$ cat config.mk
export PLATFORM = sky130hd
export DESIGN_NAME = i2s_tx
export DESIGN_NICKNAME = d
export VERILOG_FILES = /design/src/rtl/synth_pkg.sv /design/src/rtl/i2s_tx_if.sv /design/src/rtl/sample_fifo.sv /design/src/rtl/i2s_tx.sv
export SDC_FILE = /design/constraint.sdc
export NUM_CORES = 1
export LEC_CHECK = 0
export CORE_ASPECT_RATIO = 1.25
export CORE_MARGIN = 1
export CORE_UTILIZATION = 54
export DETAILED_ROUTE_END_ITERATION = 10
export PLACE_DENSITY = 0.75
export SYNTH_ARGS = -nofsm -noshare
export SYNTH_HDL_FRONTEND = slang
export SYNTH_HIERARCHICAL = 1
export SYNTH_SLANG_ARGS = --single-unit
export TNS_END_PERCENT = 1
$ cat constraint.sdc
create_clock -name clk_50m -period 3.1 [get_ports clk_50m]
set_clock_uncertainty 0.1 [all_clocks]
set_input_delay 0.93 -clock clk_50m [delete_from_list [all_inputs] [get_ports clk_50m]]
set_output_delay 0.93 -clock clk_50m [all_outputs]
set_load 0.02 [all_outputs]
$ cat src/rtl/synth_pkg.sv
// rtl/synth_pkg.sv - shared audio sample types and frame constants
package synth_pkg;

  localparam int SAMPLE_W    = 16;
  localparam int FRAME_SLOTS = 32;
  localparam int SLOT_W      = $clog2(FRAME_SLOTS);

  // Signed mono sample exchanged with the reverb stage
  typedef logic signed [SAMPLE_W-1:0] sample_t;

  function automatic logic slot_is_right(input logic [SLOT_W-1:0] slot);
    return slot >= SLOT_W'(FRAME_SLOTS / 2);
  endfunction

endpackage

$ cat src/rtl/i2s_tx_if.sv
// rtl/i2s_tx_if.sv - sample FIFO push/pop bundle between i2s_tx and sample_fifo
interface i2s_tx_if #(
  parameter int DEPTH = 4
) ();

  localparam int CNT_W = $clog2(DEPTH) + 1;

  logic                 push;
  logic                 pop;
  synth_pkg::sample_t   din;
  synth_pkg::sample_t   dout;
  logic                 full;
  logic                 empty;
  logic [CNT_W-1:0]     count;

  modport master (output push, pop, din, input dout, full, empty, count);
  modport slave  (input push, pop, din, output dout, full, empty, count);

endinterface

$ cat src/rtl/sample_fifo.sv
// rtl/sample_fifo.sv - power-of-two sample FIFO with explicit occupancy count
module sample_fifo import synth_pkg::*; #(
  parameter int DEPTH = 4
) (
  input  logic      clk,
  input  logic      rst,
  i2s_tx_if.slave   fifo
);

  localparam int PTR_W = $clog2(DEPTH);
  localparam int CNT_W = PTR_W + 1;

  sample_t            mem_q [DEPTH];
  logic [PTR_W-1:0]   wr_ptr_q, wr_ptr_d;
  logic [PTR_W-1:0]   rd_ptr_q, rd_ptr_d;
  logic [CNT_W-1:0]   count_q, count_d;
  logic               do_push, do_pop;

  // A push into a full FIFO is only taken when a pop frees a slot the same cycle
  assign do_pop  = fifo.pop && (count_q != '0);
  assign do_push = fifo.push && ((count_q != CNT_W'(DEPTH)) || do_pop);

  always_comb begin
    wr_ptr_d = do_push ? wr_ptr_q + 1'b1 : wr_ptr_q;
    rd_ptr_d = do_pop  ? rd_ptr_q + 1'b1 : rd_ptr_q;
    count_d  = count_q + CNT_W'(do_push) - CNT_W'(do_pop);
  end

  always_ff @(posedge clk or posedge rst) begin
    if (rst) begin
      wr_ptr_q <= '0;
      rd_ptr_q <= '0;
      count_q  <= '0;
    end else begin
      wr_ptr_q <= wr_ptr_d;
      rd_ptr_q <= rd_ptr_d;
      count_q  <= count_d;
    end
  end

  always_ff @(posedge clk) begin
    if (do_push) mem_q[wr_ptr_q] <= fifo.din;
  end

  assign fifo.dout  = mem_q[rd_ptr_q];
  assign fifo.full  = (count_q == CNT_W'(DEPTH));
  assign fifo.empty = (count_q == '0);
  assign fifo.count = count_q;

endmodule

$ cat src/rtl/i2s_tx.sv
// rtl/i2s_tx.sv - mono-to-stereo I2S transmitter: bit clock divider, slot counter, shifter
module i2s_tx import synth_pkg::*; #(
  parameter int CLK_DIV    = 16,
  parameter int FIFO_DEPTH = 4
) (
  input  logic    clk_50m,
  input  logic    rst,
  input  logic    ready_in,
  input  sample_t signal_in,
  output logic    i2s_bclk,
  output logic    i2s_lrck,
  output logic    i2s_sdata,
  output logic    underrun,
  output logic    overflow
);

  localparam int SH_W = 2 * SAMPLE_W;

  logic [7:0]         div_q, div_d;
  logic               bclk_q, bclk_d;
  logic [SLOT_W-1:0]  slot_q, slot_d;
  logic               lrck_q, lrck_d;
  sample_t            cur_q, cur_d;
  logic [SH_W-1:0]    sh_q, sh_d;
  logic               underrun_q, underrun_d;
  logic               overflow_q, overflow_d;
  logic               wrap, fall_tick, frame_start;

  i2s_tx_if #(.DEPTH(FIFO_DEPTH)) fifo_bus ();

  sample_fifo #(.DEPTH(FIFO_DEPTH)) u_fifo (
    .clk  (clk_50m),
    .rst  (rst),
    .fifo (fifo_bus)
  );

  assign wrap        = (div_q == 8'(CLK_DIV - 1));
  assign fall_tick   = wrap && bclk_q;
  // Slot counter resets to the last slot so the first fall tick starts a frame
  assign frame_start = fall_tick && (slot_q == SLOT_W'(FRAME_SLOTS - 1));

  // An empty FIFO never hands out the sample being pushed in the same cycle
  assign fifo_bus.push = ready_in;
  assign fifo_bus.pop  = frame_start && !fifo_bus.empty;
  assign fifo_bus.din  = signal_in;

  always_comb begin
    div_d      = wrap ? 8'd0 : div_q + 8'd1;
    bclk_d     = wrap ? ~bclk_q : bclk_q;
    slot_d     = slot_q;
    lrck_d     = lrck_q;
    cur_d      = cur_q;
    sh_d       = sh_q;
    if (fall_tick) begin
      slot_d = slot_q + 1'b1;
      lrck_d = slot_is_right(slot_d);
      if (fifo_bus.pop) cur_d = fifo_bus.dout;
      if (slot_q == '0) sh_d = {cur_q, cur_q};
      else              sh_d = {sh_q[SH_W-2:0], 1'b0};
    end
    underrun_d = frame_start && (fifo_bus.count == '0);
    overflow_d = ready_in && fifo_bus.full && !fifo_bus.pop;
  end

  always_ff @(posedge clk_50m or posedge rst) begin
    if (rst) begin
      div_q      <= '0;
      bclk_q     <= 1'b0;
      slot_q     <= SLOT_W'(FRAME_SLOTS - 1);
      lrck_q     <= 1'b1;
      cur_q      <= '0;
      sh_q       <= '0;
      underrun_q <= 1'b0;
      overflow_q <= 1'b0;
    end else begin
      div_q      <= div_d;
      bclk_q     <= bclk_d;
      slot_q     <= slot_d;
      lrck_q     <= lrck_d;
      cur_q      <= cur_d;
      sh_q       <= sh_d;
      underrun_q <= underrun_d;
      overflow_q <= overflow_d;
    end
  end

  assign i2s_bclk  = bclk_q;
  assign i2s_lrck  = lrck_q;
  assign i2s_sdata = sh_q[SH_W-1];
  assign underrun  = underrun_q;
  assign overflow  = overflow_q;

endmodule

==> tab_implementation.tex <==
\begin{tabular}{lr}
\hline
Metric & Value \\
\hline
\multicolumn{2}{l}{\textbf{Status}} \\
\quad Run status & complete, no violations \\
\multicolumn{2}{l}{\textbf{Floorplan}} \\
\quad IO Pins & 24 \\
\quad Floorplan die area & about 11000 µm² \\
\quad Standard cell core area & 10200 µm² \\
\quad Number of rows created at floorplan & just over 40 \\
\quad Initial Utilization & 55.8\% \\
\quad Chip Height & approximately 120 µm \\
\quad Die Span X & $\sim$94 µm \\
\multicolumn{2}{l}{\textbf{Synthesis}} \\
\quad Post-synthesis area per instance & 17.4 µm² \\
\quad Number of synthesized flops with an enable pin & 64 \\
\quad Proportion of synthesized chip area in sequential cells & between 60\% and 70\% \\
\quad Share of async-settable or async-resettable flops after synthesis & 52.6\% \\
\quad Yosys cell types & 35 \\
\quad Number of nets in the synthesized netlist & 354 \\
\quad Synth Flop Type & dfrtp\_1 \\
\quad Number of warnings issued by yosys & 6 \\
\quad Synthesized instance count & 325 \\
\quad Synthesized area & 5670 µm² \\
\quad Flops \& latches, synth & 135 \\
\multicolumn{2}{l}{\textbf{Drt}} \\
\quad Aggregate routed wire length & 8950 µm \\
\quad Routed length per instance & 17.7 µm \\
\quad Vias per inst & 5.42 \\
\quad Antenna Violating Nets Remaining & 0 \\
\quad Number of DRC markers in iteration 0 & around 140 \\
\quad Length of the first detailed-routing pass in iterations & 4 \\
\quad Remaining design rule violation count & 0 \\
\quad Total number of vias & 2741 \\
\multicolumn{2}{l}{\textbf{Finish}} \\
\quad Cell Count, Final, Fillers Out & slightly above 500 \\
\quad Proportion of layout cells with a drive suffix above 1 & between 40\% and 50\% \\
\quad Leading cell type in the layout, fill and taps excluded & mux2\_2 \\
\quad Antenna cell count & 0 \\
\quad Relative area change from synthesis to final layout & 18.3\% \\
\quad Most frequent cells in the layout & mux2\_2 (80), dfrtp\_1 (66), edfxtp\_1 (64) \\
\quad Nets & 393 \\
\multicolumn{2}{l}{\textbf{Clock tree}} \\
\quad Clock-pin slew reported for the worst setup and hold paths after clock tree synthesis & 0.06 ns \\
\quad TritonCTS Buffers & 17 \\
\quad H-Tree Level Count & 4 \\
\quad Hold Buf Count CTS & 0 \\
\quad Insertion delay of the later-clocked pin in the worst-skew pair & 0.41 ns \\
\quad Clk sinks & between 100 and 150 \\
\quad Root buf cell & clkbuf\_16 \\
\quad TritonCTS clock tree & yes \\
\quad Worst-case clock buffer depth & 2 \\
\multicolumn{2}{l}{\textbf{Placement}} \\
\quad Routability congestion estimate & 0.701 \\
\quad Port-buffer cells & 23 \\
\quad HPWL after detailed placement & $\sim$5500 µm \\
\quad Cell count after placement & 472 \\
\multicolumn{2}{l}{\textbf{Timing}} \\
\quad Relative slew margins & between 40\% and 50\% \\
\quad Sum of negative setup slack & 0 ns \\
\quad Count of final hold-check violations & 0 \\
\quad Slew at the pin with the worst max-slew slack & roughly 0.84 ns \\
\quad Count of endpoints failing setup in the final report & 0 \\
\quad Number of pins with negative max-slew slack in the final report & 0 \\
\quad Crit share post-route & between 90 and 100\% \\
\quad Highest clock frequency the design can meet & 341 MHz \\
\quad Crit path time final & 2.94 ns \\
\multicolumn{2}{l}{\textbf{Setup path}} \\
\quad Startpoint type of the worst setup path & flop \\
\quad Worst R2R End & u\_fifo/fifo.count[2] \\
\quad Required arrival time at the worst endpoint & 3.27 ns \\
\quad Origin of the critical flop-to-flop path & div\_q[4] \\
\quad Critical path's largest stage delay & 0.59 ns \\
\quad Cell repeated most along the worst path & inv\_1 \\
\quad Worst path buffer plus inverter count & 2 \\
\quad Path type of the worst setup path & reg2reg \\
\quad Reg-to-reg setup timing slack & 0.16 ns \\
\quad Type of destination of the critical path & flop \\
\quad Dominant delay contributor by cell family on the critical path & simple AND/OR/NAND/NOR gates \\
\quad Arrival time at the worst endpoint & about 3.1 ns \\
\quad Cell-by-cell listing of the critical path & or4\_1 -> nor4b\_4 -> inv\_1 -> a21boi\_4 -> a21o\_2 -> ha\_1 -> inv\_1 -> fa\_1 -> xnor2\_2 -> xnor2\_1 \\
\quad Critical path peak fanout & 6 \\
\quad Reg2reg path depth & 10 \\
\quad Slowest cell on the critical path & or4\_1 \\
\multicolumn{2}{l}{\textbf{GRT}} \\
\quad Global route total overflow & 0 \\
\quad Global routing's busiest layer & met2 \\
\quad Met1 Resource Use GR & a little under a quarter \\
\quad Vias in the first global route & between 2000 and 3000 \\
\quad GR Util met2 & 31.5\% \\
\quad Global-route wire length before repair & 15000 µm \\
\quad Number of antenna violations at the first check in global routing & 0 \\
\quad Global Route Usage Sum & a little under a fifth \\
\quad Fraction of met3 tracks used by global routing & between 5 and 6\% \\
\quad Pin count of the biggest net entering global routing & 55 \\
\multicolumn{2}{l}{\textbf{Min path}} \\
\quad Number of cells on the worst hold path & 1 \\
\quad Worst hold path startpoint & div\_q[7] \\
\quad Worst Hold Endpoint & div\_q[7] \\
\quad Hold Crit Class & reg2reg \\
\multicolumn{2}{l}{\textbf{Power and ir drop}} \\
\quad Lkg Pwr & 0.00280 µW \\
\quad Power density over the cells & between 600 and 700 nW/µm² \\
\quad VDD IR max & about 0.00046 V \\
\multicolumn{2}{l}{\textbf{Run}} \\
\quad Total of max-cap violations & 0 \\
\hline
\end{tabular}
## how the worst max path moves through the flow
stage          startpoint  slack, ns  depth (start not counted)                   end
6_report         div_q[4]       0.16                         10  u_fifo/fifo.count[2]
5_1_grt         slot_q[1]     -0.003                         12  u_fifo/fifo.count[2]
4_1_cts         slot_q[1]       0.05                         12  u_fifo/fifo.count[2]
3_5_place_dp    slot_q[1]      -0.12                         12  u_fifo/fifo.count[2]
3_3_place_gp    slot_q[1]        0.1                         12  u_fifo/fifo.count[2]
2_1_floorplan    div_q[5]       0.13                         11  u_fifo/fifo.count[2]
## cell usage after synthesis, types with 3 or more instances
| master | count | share of area [%] |
|---|---|---|
| inv_1 | 13 | 0.86 |
| nand3_1 | 5 | 0.44 |
| mux4_2 | 16 | 6.4 |
| nor2_1 | 9 | 0.60 |
| ha_1 | 9 | 2.0 |
| xor2_1 | 7 | 1.1 |
| dfstp_2 | 5 | 2.3 |
| dfrtp_1 | 66 | 29 |
| buf_6 | 4 | 0.79 |
| edfxtp_1 | 64 | 34 |
| mux2_2 | 80 | 16 |
| xnor2_1 | 7 | 1.1 |
| buf_2 | 8 | 0.71 |
| and2_2 | 3 | 0.40 |
| nor3_1 | 3 | 0.26 |
| nand2_1 | 3 | 0.20 |
## flip-flops by register name, summed over array words and instances, names as in the netlist
| register | count |
|---|---|
| underrun | 1 |
| u_fifo/rd_ptr_q | 2 |
| i2s_bclk | 1 |
| cur_q | 16 |
| u_fifo/mem_q | 64 |
| sh_q | 32 |
| div_q | 8 |
| u_fifo/wr_ptr_q | 2 |
| u_fifo/fifo.count | 3 |
| slot_q | 5 |
| overflow | 1 |
## metal layers
metal	vias up	part of all wire [%]	routed length [µm]
li1	1287	-	-
met1	1406	44	3930
met2	38	52	4680
met3	10	2.7	242
met4	0	1.2	104
met5	-	0	0
## per-stage QoR
step	power (µW)	hold slack, ns	setup slack [ns]	utilization, %	instance area, µm²
floorplan	2480	0.335	0.131	-	5670
global placement	2610	0.348	0.0960	59.5	6040
detailed placement	2640	0.358	-0.117	59.5	6040
CTS	4710	0.368	0.0454	65.6	6660
global route	4860	0.383	-0.00348	66.0	6700
finish	4690	0.366	0.164	66.0	6700
## kinds of logic (layout without fill, tap and decap cells)
kind of cell / after synthesis / count (layout) / share of synthesized area [%]
DFF: 135 / 135 / 65.3
muxes: 97 / 97 / 22.5
and+or+nand+nor: 37 / 37 / 4.17
buffers and inverters: 26 / 78 / 2.43
xor gates and xnor gates: 14 / 14 / 2.16
adders and majority gates: 10 / 10 / 2.34
AOI/OAI and AO/OA: 6 / 6 / 1.04
## layout make-up
class | instances | area, µm²
fill | 680 | 3450
timing repair buffer | 33 | 318
tap | 129 | 161
sequential | 135 | 3700
clock buffer | 19 | 433
inverter | 13 | 48.8
multi-input combinational | 164 | 1860
clock inverter | 13 | 178
## where the power goes
part | switching, µW | internal (µW)
Sequential | 102 | 2110
Combinational | 233 | 186
Clock | 719 | 1340
## timing repair
action,CTS,global route
setup buffers,0,2
resized for setup,1,4
setup endpoints to repair,1,1
## worst reg2reg max path: cells and delay by family, from the launching register on
family,cells,cell delay [ns]
adders and majority gates,2,0.54
buffers and inverters,2,0.18
xor gates and xnor gates,2,0.30
and+or+nand+nor,2,0.97
AOI/OAI and AO/OA,2,0.29
DFF,1,0.43
(Power assumes the default switching activity.)
